<file path="config.mk">
export PLATFORM = sky130hd
export DESIGN_NAME = pad_conditioner_flat
export DESIGN_NICKNAME = d
export VERILOG_FILES = /design/src/rtl/pad_conditioner_if.sv /design/src/rtl/pad_conditioner.sv /design/src/flat_wrapper.sv
export SDC_FILE = /design/constraint.sdc
export NUM_CORES = 1
export LEC_CHECK = 0
export ABC_AREA = 1
export BUFFER_PORTS_ARGS = -buffer_cell sky130_fd_sc_hd__buf_2
export CORE_MARGIN = 8
export CORE_UTILIZATION = 25
export CTS_BUF_LIST = sky130_fd_sc_hd__clkbuf_2 sky130_fd_sc_hd__clkbuf_4 sky130_fd_sc_hd__clkbuf_8
export CTS_CLUSTER_SIZE = 8
export DETAILED_ROUTE_END_ITERATION = 16
export PLACE_DENSITY_LB_ADDON = 0.3
export RECOVER_POWER = 25
export SYNTH_ARGS = -nofsm -noshare
export SYNTH_HDL_FRONTEND = slang
export SYNTH_SLANG_ARGS = --single-unit
</file>
<file path="constraint.sdc">
create_clock -name clk -period 5.95 [get_ports clk]
set_clock_uncertainty 0.05 [all_clocks]
set_input_delay 0.2975 -clock clk [delete_from_list [all_inputs] [get_ports clk]]
set_output_delay 0.2975 -clock clk [all_outputs]
set_load 0.05 [all_outputs]
</file>
<file path="src/rtl/pad_conditioner_if.sv">
// Pad-side and console-side signal bundle for pad_conditioner.
interface pad_conditioner_if;
  logic        sample_en;
  logic [15:0] pad_buttons;
  logic        pad_connect;
  logic [7:0]  buttons;
  logic        connected;
  logic        combo_reset;

  modport master (
    output sample_en,
    output pad_buttons,
    output pad_connect,
    input  buttons,
    input  connected,
    input  combo_reset
  );

  modport slave (
    input  sample_en,
    input  pad_buttons,
    input  pad_connect,
    output buttons,
    output connected,
    output combo_reset
  );
endinterface

</file>
<file path="src/rtl/pad_conditioner.sv">
// DUALSHOCK word debounce, NES remap and L1+R1+L2+R2 console reset combo.
// Optional turbo on tri/sq: define PAD_CONDITIONER_TURBO_EN.
module pad_conditioner #(
  parameter int DEB_TICKS   = 4,
  parameter int HOLD_TICKS  = 500,
  parameter int RESET_TICKS = 16,
  parameter int TURBO_DIV   = 33
) (
  input logic clk,
  input logic n_reset,
  pad_conditioner_if.slave pad
);

  typedef enum logic [1:0] {
    IDLE,
    ARM,
    FIRE,
    WAIT_REL
  } state_t;

  localparam logic [3:0]  DEB_LAST = 4'(DEB_TICKS - 1);
  localparam logic [16:0] HOLD_END = 17'(HOLD_TICKS);
  localparam logic [16:0] RST_END  = 17'(RESET_TICKS);

  logic [15:0] raw;
  logic        conn_q;
  logic        smp;
  logic [15:0] deb;
  logic [3:0]  cnt [16];
  logic [7:0]  btn_q;
  logic        cr_q;
  logic        a_bit;
  logic        b_bit;
  logic        combo;
  state_t      state;
  state_t      state_nx;
  logic [15:0] tc;
  logic [15:0] tc_nx;
  logic [16:0] tc_inc;
  logic        unused_bits;

  always_ff @(posedge clk or negedge n_reset) begin
    if (!n_reset) begin
      raw    <= '0;
      conn_q <= 1'b0;
      smp    <= 1'b0;
    end else begin
      raw    <= ~pad.pad_buttons;
      conn_q <= pad.pad_connect;
      smp    <= pad.sample_en;
    end
  end

  // A bit flips after DEB_TICKS consecutive strobes disagreeing with it.
  always_ff @(posedge clk or negedge n_reset) begin
    if (!n_reset) begin
      deb <= '0;
      for (int i = 0; i < 16; i++) cnt[i] <= '0;
    end else if (!conn_q) begin
      deb <= '0;
      for (int i = 0; i < 16; i++) cnt[i] <= '0;
    end else if (smp) begin
      for (int i = 0; i < 16; i++) begin
        if (raw[i] == deb[i]) begin
          cnt[i] <= '0;
        end else if (cnt[i] == DEB_LAST) begin
          cnt[i] <= '0;
          deb[i] <= ~deb[i];
        end else begin
          cnt[i] <= cnt[i] + 4'd1;
        end
      end
    end
  end

`ifdef PAD_CONDITIONER_TURBO_EN
  localparam logic [7:0] TURBO_LAST = 8'(TURBO_DIV - 1);

  logic       phase;
  logic [7:0] pc;

  always_ff @(posedge clk or negedge n_reset) begin
    if (!n_reset) begin
      phase <= 1'b0;
      pc    <= '0;
    end else if (!conn_q) begin
      phase <= 1'b0;
      pc    <= '0;
    end else if (smp) begin
      if (pc == TURBO_LAST) begin
        pc    <= '0;
        phase <= ~phase;
      end else begin
        pc <= pc + 8'd1;
      end
    end
  end

  assign a_bit = deb[13] | (deb[12] & phase);
  assign b_bit = deb[14] | (deb[15] & phase);
  assign unused_bits = ^deb[2:1];
`else
  assign a_bit = deb[13];
  assign b_bit = deb[14];
  assign unused_bits = ^{deb[15], deb[12], deb[2:1]}
                     ^ (TURBO_DIV == 0);
`endif

  assign combo  = &deb[11:8];
  assign tc_inc = {1'b0, tc} + 17'd1;

  always_comb begin
    state_nx = state;
    tc_nx    = tc;
    unique case (state)
      IDLE: begin
        if (combo) begin
          state_nx = ARM;
          tc_nx    = '0;
        end
      end
      ARM: begin
        if (!combo) begin
          state_nx = IDLE;
        end else if (smp) begin
          if (tc_inc == HOLD_END) begin
            state_nx = FIRE;
            tc_nx    = '0;
          end else if (tc != '1) begin
            tc_nx = tc_inc[15:0];
          end
        end
      end
      FIRE: begin
        if (smp) begin
          if (tc_inc == RST_END) begin
            state_nx = WAIT_REL;
          end else if (tc != '1) begin
            tc_nx = tc_inc[15:0];
          end
        end
      end
      WAIT_REL: begin
        if (!combo) state_nx = IDLE;
      end
    endcase
    // Losing the pad overrides any pending transition.
    if (!conn_q) begin
      state_nx = IDLE;
      tc_nx    = '0;
    end
  end

  always_ff @(posedge clk or negedge n_reset) begin
    if (!n_reset) begin
      state <= IDLE;
      tc    <= '0;
    end else begin
      state <= state_nx;
      tc    <= tc_nx;
    end
  end

  always_ff @(posedge clk or negedge n_reset) begin
    if (!n_reset) begin
      btn_q <= '0;
      cr_q  <= 1'b0;
    end else if (!conn_q) begin
      btn_q <= '0;
      cr_q  <= 1'b0;
    end else begin
      btn_q <= {deb[5], deb[7], deb[6], deb[4],
                deb[3], deb[0], b_bit, a_bit};
      cr_q  <= (state == FIRE);
    end
  end

  assign pad.buttons     = btn_q;
  assign pad.connected   = conn_q;
  assign pad.combo_reset = cr_q;

endmodule

</file>
<file path="src/flat_wrapper.sv">
// flat-port wrapper written by rule: the top's interface ports become plain ports
module pad_conditioner_flat 
#(
  parameter int DEB_TICKS   = 4,
  parameter int HOLD_TICKS  = 500,
  parameter int RESET_TICKS = 16,
  parameter int TURBO_DIV   = 33
)
  (clk, n_reset, pad_sample_en, pad_pad_buttons, pad_pad_connect, pad_buttons, pad_connected, pad_combo_reset);
  pad_conditioner_if pad_i ();
  input logic clk;
  input logic n_reset;
  input wire logic [$bits(pad_i.sample_en)-1:0] pad_sample_en;
  input wire logic [$bits(pad_i.pad_buttons)-1:0] pad_pad_buttons;
  input wire logic [$bits(pad_i.pad_connect)-1:0] pad_pad_connect;
  output wire logic [$bits(pad_i.buttons)-1:0] pad_buttons;
  output wire logic [$bits(pad_i.connected)-1:0] pad_connected;
  output wire logic [$bits(pad_i.combo_reset)-1:0] pad_combo_reset;
  assign pad_i.sample_en = pad_sample_en;
  assign pad_i.pad_buttons = pad_pad_buttons;
  assign pad_i.pad_connect = pad_pad_connect;
  assign pad_buttons = pad_i.buttons;
  assign pad_connected = pad_i.connected;
  assign pad_combo_reset = pad_i.combo_reset;
  pad_conditioner #(.DEB_TICKS(DEB_TICKS), .HOLD_TICKS(HOLD_TICKS), .RESET_TICKS(RESET_TICKS), .TURBO_DIV(TURBO_DIV)) u_core (.clk(clk), .n_reset(n_reset), .pad(pad_i));
endmodule
</file>
==> results of run 1 <==
[metal layers]
| metal | global-route usage [%] | share of wire [%] |
|---|---|---|
| met4 | 2.15 | 0.83 |
| met3 | 2.68 | 3.1 |
| met5 | 0 | 0 |
| met1 | 12.0 | 51 |
| met2 | 14.8 | 45 |
[critical path: stages (launching register included)]
cell and delay (ns):
dfrtp_1 0.33, clkbuf_1 1.28, inv_1 0.53, nor2_2 0.25
buf_4 0.36, nand2_1 0.09, nand3_1 0.09, a21oi_1 0.07
nand2_1 0.09, nand2_1 0.05, nand2_1 0.05
[where the power goes]
group | leakage, nW | internal [mW] | switching (mW)
combinational | 1.51 | 0.0806 | 0.216
clock | 0.112 | 0.223 | 0.256
sequential | 1.36 | 0.722 | 0.0367
[cells by family after synthesis]
logic type,count (synthesis),share of synthesized area [%]
AO/OA/AOI/OAI,106,11.8
buffers and inverters,102,7.87
XOR/XNOR,30,4.92
adder cells (fa/ha/maj),18,4.22
flip-flops,101,47.3
AND/OR/NAND/NOR,296,23.9
[flip-flops by register name, summed over array words and instances, names as in the netlist]
name / count
u_core.cnt: 48
u_core.tc: 16
u_core.deb: 12
u_core.raw: 12
u_core.pad.buttons: 8
u_core.state: 2
u_core.pad.combo_reset: 1
u_core.pad.connected: 1
u_core.smp: 1
[final cells by class]
| cell class | count | area (um2) |
|---|---|---|
| inverter | 83 | 312 |
| sequential | 101 | 2530 |
| clock inverter | 5 | 63.8 |
| clock buffer | 11 | 151 |
| fill | 2250 | 15000 |
| tap | 275 | 344 |
| timing repair buffer | 41 | 272 |
| multi-input combinational | 450 | 2400 |
[path summary, 6_finish.rpt]
path,startpoint,to,cells after the start
setup / recovery,u_core.pad.connected,u_core.state[0],10
hold / removal,pad_pad_buttons[10],u_core.raw[10],2
setup reg to reg,u_core.pad.connected,u_core.state[0],10
hold reg to reg,u_core.cnt[24],u_core.cnt[24],1
max in group asynchronous,n_reset,u_core.deb[5],3
min in group asynchronous,n_reset,u_core.tc[8],2
[synthesized netlist by cell type, types with 2 or more instances]
library cell	count	area share (%)
o31ai_1	3	0.42
a32o_1	12	2.2
a21oi_1	44	4.1
nor2_2	4	0.47
nor2_4	3	0.63
inv_2	2	0.14
inv_1	80	5.6
nor4_1	3	0.35
clkbuf_1	10	0.70
o21bai_1	4	0.56
o22ai_1	5	0.59
nand4_1	11	1.3
nand2_2	6	0.70
ha_1	18	4.2
nand2_1	137	9.6
nor2_1	65	4.6
dfrtp_1	101	47
buf_6	2	0.42
a31oi_1	3	0.35
xor2_1	24	3.9
o21ai_0	32	3.0
xnor2_1	6	0.98
buf_2	2	0.19
nor3_1	5	0.47
nand3_1	61	5.7
buf_1	3	0.21
==> impl_metrics.ini, run 1 <==
[status]
status = complete, but fails checks
violations = capacitance limit, slew limit

[die]
die_area_um2 = 26300
die_x_um = 162
die_h_um = 162
row_count = 53
coreArea_um2 = 21000
initial_core_util_pct = 25.4
ios = 30

[global_route]
overflow = 0
grt_start_max_net_pins = 64
grt_antenna_before_repair = 0
grt_first_pass_wirelength_mm = 20.0
grt_pass1_vias = 4085
grtUsageTotal_pct = 9.24

[final_layout]
stdcell_area_um2 = 6070
drive_gt1_share_pct = 8.39
final_util_pct = 28.9
fin_nets = 724
final_common_cell = nand2_1
final_cell_mix = nand2_1, dfrtp_1, inv_1, nor2_1, nand3_1
stdcell_count = 966
num_antenna_cells = 0
area_delta_synth_final_pct = 13.6

[worst_setup_path]
end_kind = flip-flop
rrSetupSlack_ns = 2.64
arrival_ns = 3.58
cp_max_fo = 40
cp-start-kind = flip-flop
critPathKind = flip-flop to flip-flop
required_ns = 6.23

[cts]
clk_path_buf_depth = 2
cts-resized-gates = 0
postCtsHoldBufs = 13
ctsHtreeMaxLevel = 3
root_buffer = clkbuf_8
cts_tree = done
postCtsSetupRepairBufs = 0
clkSinkCount = 101
clk_latency_ns = 0.38
cts_made_buffers = 9
clkTransAtPathRegs_ns = 0.10

[logic_synthesis]
ys.warnings.count = 0
synth_cell_type_count = 33
synth_edf_count = 0
avgSynthCellArea_um2 = 8.18
netlist_area_um2 = 5340
synth-main-ff-cell = dfrtp_1
ys_ff_latch = 101
synth_cells = 653
synth_seq_area_share_pct = 47.3
synthesis.nets = 691
ys_async_sr_fraction_pct = 100

[timing]
maxSlewViolCount = 81
fmax_ghz = 0.302
setup_tns_ns = 0
fin_ws_ns = 2.64
rsz0062_at_grt = no
hold_viol = 0
setup_viol_count_final = 0
holdWs_ns = 0.0303
finalCritPeriodShare_pct = 55.6
slew_headroom_pct = -53.2
worst_pin_slew_ns = 2.30
fin_crit_ns = 3.31

[drt]
drc_errors = 0
wl_per_cell_um = 11.8
viasPerCell = 4.33
drtIter0Drc = 159
ant_nets = 0
via_count = 4184
wl_mm = 11.4
drt_pass1_iterations = 6

[place]
placed_cells = 937
placed_area_um2 = 5730
gp_congestion = 0.754
dp_slack_ns = 3.06
hpwl_mm = 7.38
port_buffers = 25

[run]
max_cap_violations = 2

[min_path]
hold_class = input pin to flip-flop

[power_and_ir_drop]
p_leak_nw = 2.98
power_mw = 1.53
p_per_area_nw_per_um2 = 253
ir_drop_uv = 122
Note: power is estimated with default switching activity, not from simulation.
==> run 2, diff against run 1 <==
clock period = 2.87 ns   (was 5.95 ns; I/O delays follow)
==> run 2 against run 1 <==
  * The flow now finishes without violations
  * Design area increased by 1.5%
  * Core utilization increased by 0.45 points
  * Critical path type unchanged
  * Non-clock buffer count increased by 9
  * Register-to-register slack got worse by 2.2 ns
  * Setup slack got worse by 2.2 ns
  * Fmax increased by 39%
  * Sequential cell count unchanged
  * Sequential share of layout area decreased by 0.63 points
  * Cell count increased by 0.93%
  * Global-route usage increased by 0.17 points
  * Via count increased by 2.2%
  * Clock power increased by 110%
==> impl_metrics.ini, run 2 (synthesis gave the netlist of run 1 again) <==
[cts]
root_buffer = clkbuf_8
postCtsHoldBufs = 15
cts_tree = done
clk_latency_ns = 0.38
clk_path_buf_depth = 2
clkSinkCount = 101
cts-resized-gates = 0
postCtsSetupRepairBufs = 0
clkTransAtPathRegs_ns = 0.10
cts_made_buffers = 9
ctsHtreeMaxLevel = 3

[final_layout]
fin_nets = 733
top_regs = u_core.cnt x48, u_core.tc x16
final_common_cell = nand2_1
area_delta_synth_final_pct = 15.3
num_antenna_cells = 0
drive_gt1_share_pct = 9.71
stdcell_count = 975
largest_register = u_core.cnt
final_util_pct = 29.3
final_cell_mix = nand2_1, dfrtp_1, inv_1, nor2_1, nand3_1
fillCellCount = 2244
largest_reg_flops = 48

[drt]
met1_length_mm = 5.88
wl_mm = 11.6
routed-wl-met2_mm = 5.23
ant_nets = 0
wl_per_cell_um = 11.9
viasPerCell = 4.39
drtIter0Drc = 168
dr.max_layer_used = met4
via_count = 4276
drc_errors = 0
drt_pass1_iterations = 4
met3_length_um = 366

[worst_setup_path]
critPathSlowestCell = dfrtp_1
cp_common_cell = nand2_1
path_cells = ha_1 -> nand2_1 -> nor2_2 -> nand3_1 -> xor2_1 -> nand2_1 -> nor2_2 -> nand3_1 -> nand2_1 -> nand2_2 -> nand3_1 -> nand2_1
critical_path.startpoint = u_core.tc[0]
cp_slowest_stage_delay_ns = 0.47
crit_family = simple AND/OR/NAND/NOR gates
cp_max_fo = 15
path_buf_inv = 0
r2r_cells = 12
cp-start-kind = flip-flop
end_kind = flip-flop
arrival_ns = 2.60
r2r-start = u_core.tc[0]
cp_num_cells = 12
critPathKind = flip-flop to flip-flop
required_ns = 3.09

[min_path]
min_from = pad_sample_en
worstHoldPathCells = 2
hold_class = input pin to flip-flop

[die]
die_x_um = 162
ios = 30
die_h_um = 162
coreArea_um2 = 21000
row_count = 53
initial_core_util_pct = 25.4
die_area_um2 = 26300

[global_route]
grt_antenna_before_repair = 0
grt_start_max_net_pins = 52
grt_pass1_vias = 4160
overflow = 0
grt_first_pass_wirelength_mm = 20.2
grtUsageTotal_pct = 9.40

[timing]
finalCritPeriodShare_pct = 83.0
fmax_ghz = 0.420
hold_viol = 0
rsz0062_at_grt = no
setup_viol_count_final = 0
fin_crit_ns = 2.38
maxSlewViolCount = 0
holdWs_ns = 0.353
slew_headroom_pct = 10.0
setup_tns_ns = 0
worst_pin_slew_ns = 1.35

[status]
status = finished, final reports clean

[place]
hpwl_mm = 7.98
port_buffers = 25
gp_congestion = 0.823
placed_cells = 944

[power_and_ir_drop]
p_leak_nw = 3.03
p_per_area_nw_per_um2 = 521
ir_drop_uv = 198

[run]
max_cap_violations = 0
-- run 2: cell types whose count changed in the layout (fill, tap and decap cells not counted), sizes merged --
| cell | change |
|---|---|
| dlygate4sd3 | +2 |
| clkbuf | -3 |
| buf | +9 |
| clkinv | +2 |
| inv | -1 |
-- run 2: report_power, final --
part / internal, mW / switching [mW]
clock: 0.444 / 0.544
sequential: 1.50 / 0.0800
combinational: 0.197 / 0.445
-- run 2: path summary, 6_finish.rpt --
check / endpoint / slack (ns)
setup / recovery: u_core.tc[13] / 0.49
setup reg to reg: u_core.tc[13] / 0.49
hold / removal: u_core.smp / 0.35
max in group asynchronous: u_core.cnt[10] / 1.29
hold reg to reg: u_core.deb[6] / 0.45
min in group asynchronous: u_core.tc[9] / 0.54
-- run 2: metal layers --
layer	vias up	track usage, %
met4	0	3.16
li1	2226	-
met3	13	2.10
met1	1963	12.3
met5	-	0
met2	74	15.1
-- run 2: metrics by stage --
step           setup slack, ns  power, mW  area [um2]
3_5_place_dp             0.521       2.25        5800
4_1_cts                  0.497       3.29        6160
3_3_place_gp             0.554       2.24        5800
2_1_floorplan            0.888       2.11        5340
6_report                 0.489       3.21        6160
5_1_grt                  0.132       3.43        6160
-- run 2: worst register-to-register path: cells and delay by family, from the launching register on --
family	cells	cell delay [ns]
DFF	1	0.47
adders and majority gates	1	0.22
xor gates and xnor gates	1	0.19
and+or+nand+nor	10	1.36
-- run 2: layout make-up --
cell class	instances	area, um2	area share [%]
Timing Repair Buffer	50	363	5.89
Clock inverter	6	80.1	1.30
Sequential cell	101	2530	41.0
Clock buffer	10	138	2.23
Tap cell	275	344	5.58
Multi-Input combinational cell	450	2400	38.9
Inverter	83	312	5.06
==> run 3, diff against run 2 <==
clock period = 2.4 ns   (was 2.87 ns; I/O delays follow)
==> run 3 against run 2 <==
  * Global-route usage grew 0.23 points
  * Critical path depth stayed put
  * Largest cell class unchanged
  * Critical path type unchanged
  * Sequential cell count unchanged
  * Combinational power up 33%
  * Routed wire length grew 1.8%
==> impl_metrics.ini, run 3 (synthesis gave the netlist of run 1 again) <==
[status]
status = finished, final reports clean

[power_and_ir_drop]
switching_share_pct = 33.7
p_leak_nw = 3.06
switching_power_mw = 1.27
p_comb_share_pct = 22.6
p_per_area_nw_per_um2 = 606
power_frac_seq_pct = 49.8
clockPowerShare_pct = 27.6
intPower_mw = 2.50
ir_drop_uv = 281

[place]
placed_area_um2 = 5870
hpwl_mm = 8.05
placed_cells = 951
port_buffers = 25
gp_congestion = 0.825

[worst_setup_path]
arrival_ns = 2.39
r2r_cells = 12
cp_max_fo = 13
r2r-start = u_core.tc[0]
cp-start-kind = flip-flop
rrSetupSlack_ns = 0.23
reg2reg_to = u_core.tc[2]
critPathKind = flip-flop to flip-flop
end_kind = flip-flop
required_ns = 2.62

[die]
ios = 30
row_count = 53
die_area_um2 = 26300
die_x_um = 162
initial_core_util_pct = 25.4
coreArea_um2 = 21000
die_h_um = 162

[final_layout]
num_antenna_cells = 0
top_regs = u_core.cnt x48, u_core.tc x16
stdcell_area_um2 = 6210
largest_register = u_core.cnt
largest_reg_flops = 48
final_cell_mix = nand2_1, dfrtp_1, inv_1, nor2_1, nand3_1
fin_nets = 740
drive_gt1_share_pct = 10.6
area_delta_synth_final_pct = 16.2
stdcell_count = 982
final_common_cell = nand2_1

[drt]
viasPerCell = 4.33
drtIter0Drc = 165
ant_nets = 0
wl_per_cell_um = 12.0
drc_errors = 0
via_count = 4251
drt_pass1_iterations = 4
wl_mm = 11.8

[timing]
worst_pin_slew_ns = 1.23
slew_headroom_pct = 17.7
rsz0062_at_grt = no
hold_viol = 0
finalCritPeriodShare_pct = 90.4
fin_crit_ns = 2.17
setup_viol_count_final = 0
maxSlewViolCount = 0
fmax_ghz = 0.461
setup_tns_ns = 0

[global_route]
grt_antenna_before_repair = 0
grt_pass1_vias = 4246
grt_start_max_net_pins = 46
overflow = 0
grtUsageTotal_pct = 9.63
grt_first_pass_wirelength_mm = 20.7

[cts]
cts_made_buffers = 9
cts_tree = done
postCtsSetupRepairBufs = 0
clkSinkCount = 101
clk_latency_ns = 0.38
root_buffer = clkbuf_8
clk_path_buf_depth = 2
clkTransAtPathRegs_ns = 0.10
ctsHtreeMaxLevel = 3

[run]
max_cap_violations = 0

[min_path]
worstHoldPathCells = 2
hold_class = input pin to flip-flop
min_from = pad_sample_en
whs_endpoint = u_core.smp
==> run 3: area by class of cell <==
| class | count | area (um2) |
|---|---|---|
| flip-flops and latches | 101 | 2530 |
| repair buffers | 57 | 440 |
| inverters | 83 | 312 |
| clock inverters | 4 | 31.3 |
| multi-input cells | 450 | 2410 |
| well taps | 275 | 344 |
| fillers | 2212 | 14800 |
| clock buffers | 12 | 146 |
==> run 3: how the worst max path moves through the flow <==
stage | startpoint | endpoint | slack [ns] | cells past startpoint
after floorplan | u_core.pad.connected | u_core.cnt[17] | 0.42 | 6
after global placement | u_core.tc[0] | u_core.tc[1] | 0.21 | 12
after detailed placement | u_core.tc[0] | u_core.tc[7] | 0.18 | 12
after CTS | u_core.tc[0] | u_core.tc[1] | 0.15 | 12
after global routing | u_core.tc[0] | u_core.state[1] | 0.02 | 12
final | u_core.tc[0] | u_core.tc[2] | 0.23 | 12
==> run 3: metal layers <==
layer	vias to the layer above	global-route usage [%]	wire length, um
li1	2237	-	-
met5	-	0	0
met1	1960	12.9	6100
met3	12	2.20	317
met2	42	15.1	5270
met4	0	2.82	139
==> run 3: repair_timing <==
action,in CTS,in global routing
hold endpoints to repair,57,0
resized for setup,0,2
hold buffers,15,0
setup endpoints to repair,0,16
==> run 3: power groups by stage <==
stage | registers [mW] | clock network [mW] | logic, mW
detailed placement | 1.91 | 0 | 0.829
global placement | 1.91 | 0 | 0.835
finish | 1.87 | 1.04 | 0.852
CTS | 1.88 | 1.10 | 0.852
floorplan | 1.92 | 0 | 0.598
global route | 1.89 | 1.15 | 0.963
==> run 3: per-stage QoR <==
step	hold slack [ns]	total power, mW	setup slack [ns]	util (%)
global placement	0.142	2.74	0.210	27.9
floorplan	-0.226	2.52	0.418	-
CTS	0.259	3.83	0.146	29.5
global route	0.308	4.01	0.0163	29.5
finish	0.326	3.77	0.231	29.5
detailed placement	0.151	2.74	0.180	27.9
==> run 3: worst max-delay path, cell delays in order, from the launching register on <==
cell and delay, ns:
dfrtp_1 0.39, ha_1 0.22, or2_2 0.27, nand2_1 0.11
nand3_1 0.08, nor2_1 0.14, nand3_1 0.11, nor2_2 0.16
nand3_1 0.10, nand2_2 0.12, inv_2 0.14, nand3_1 0.12
nand2_1 0.05
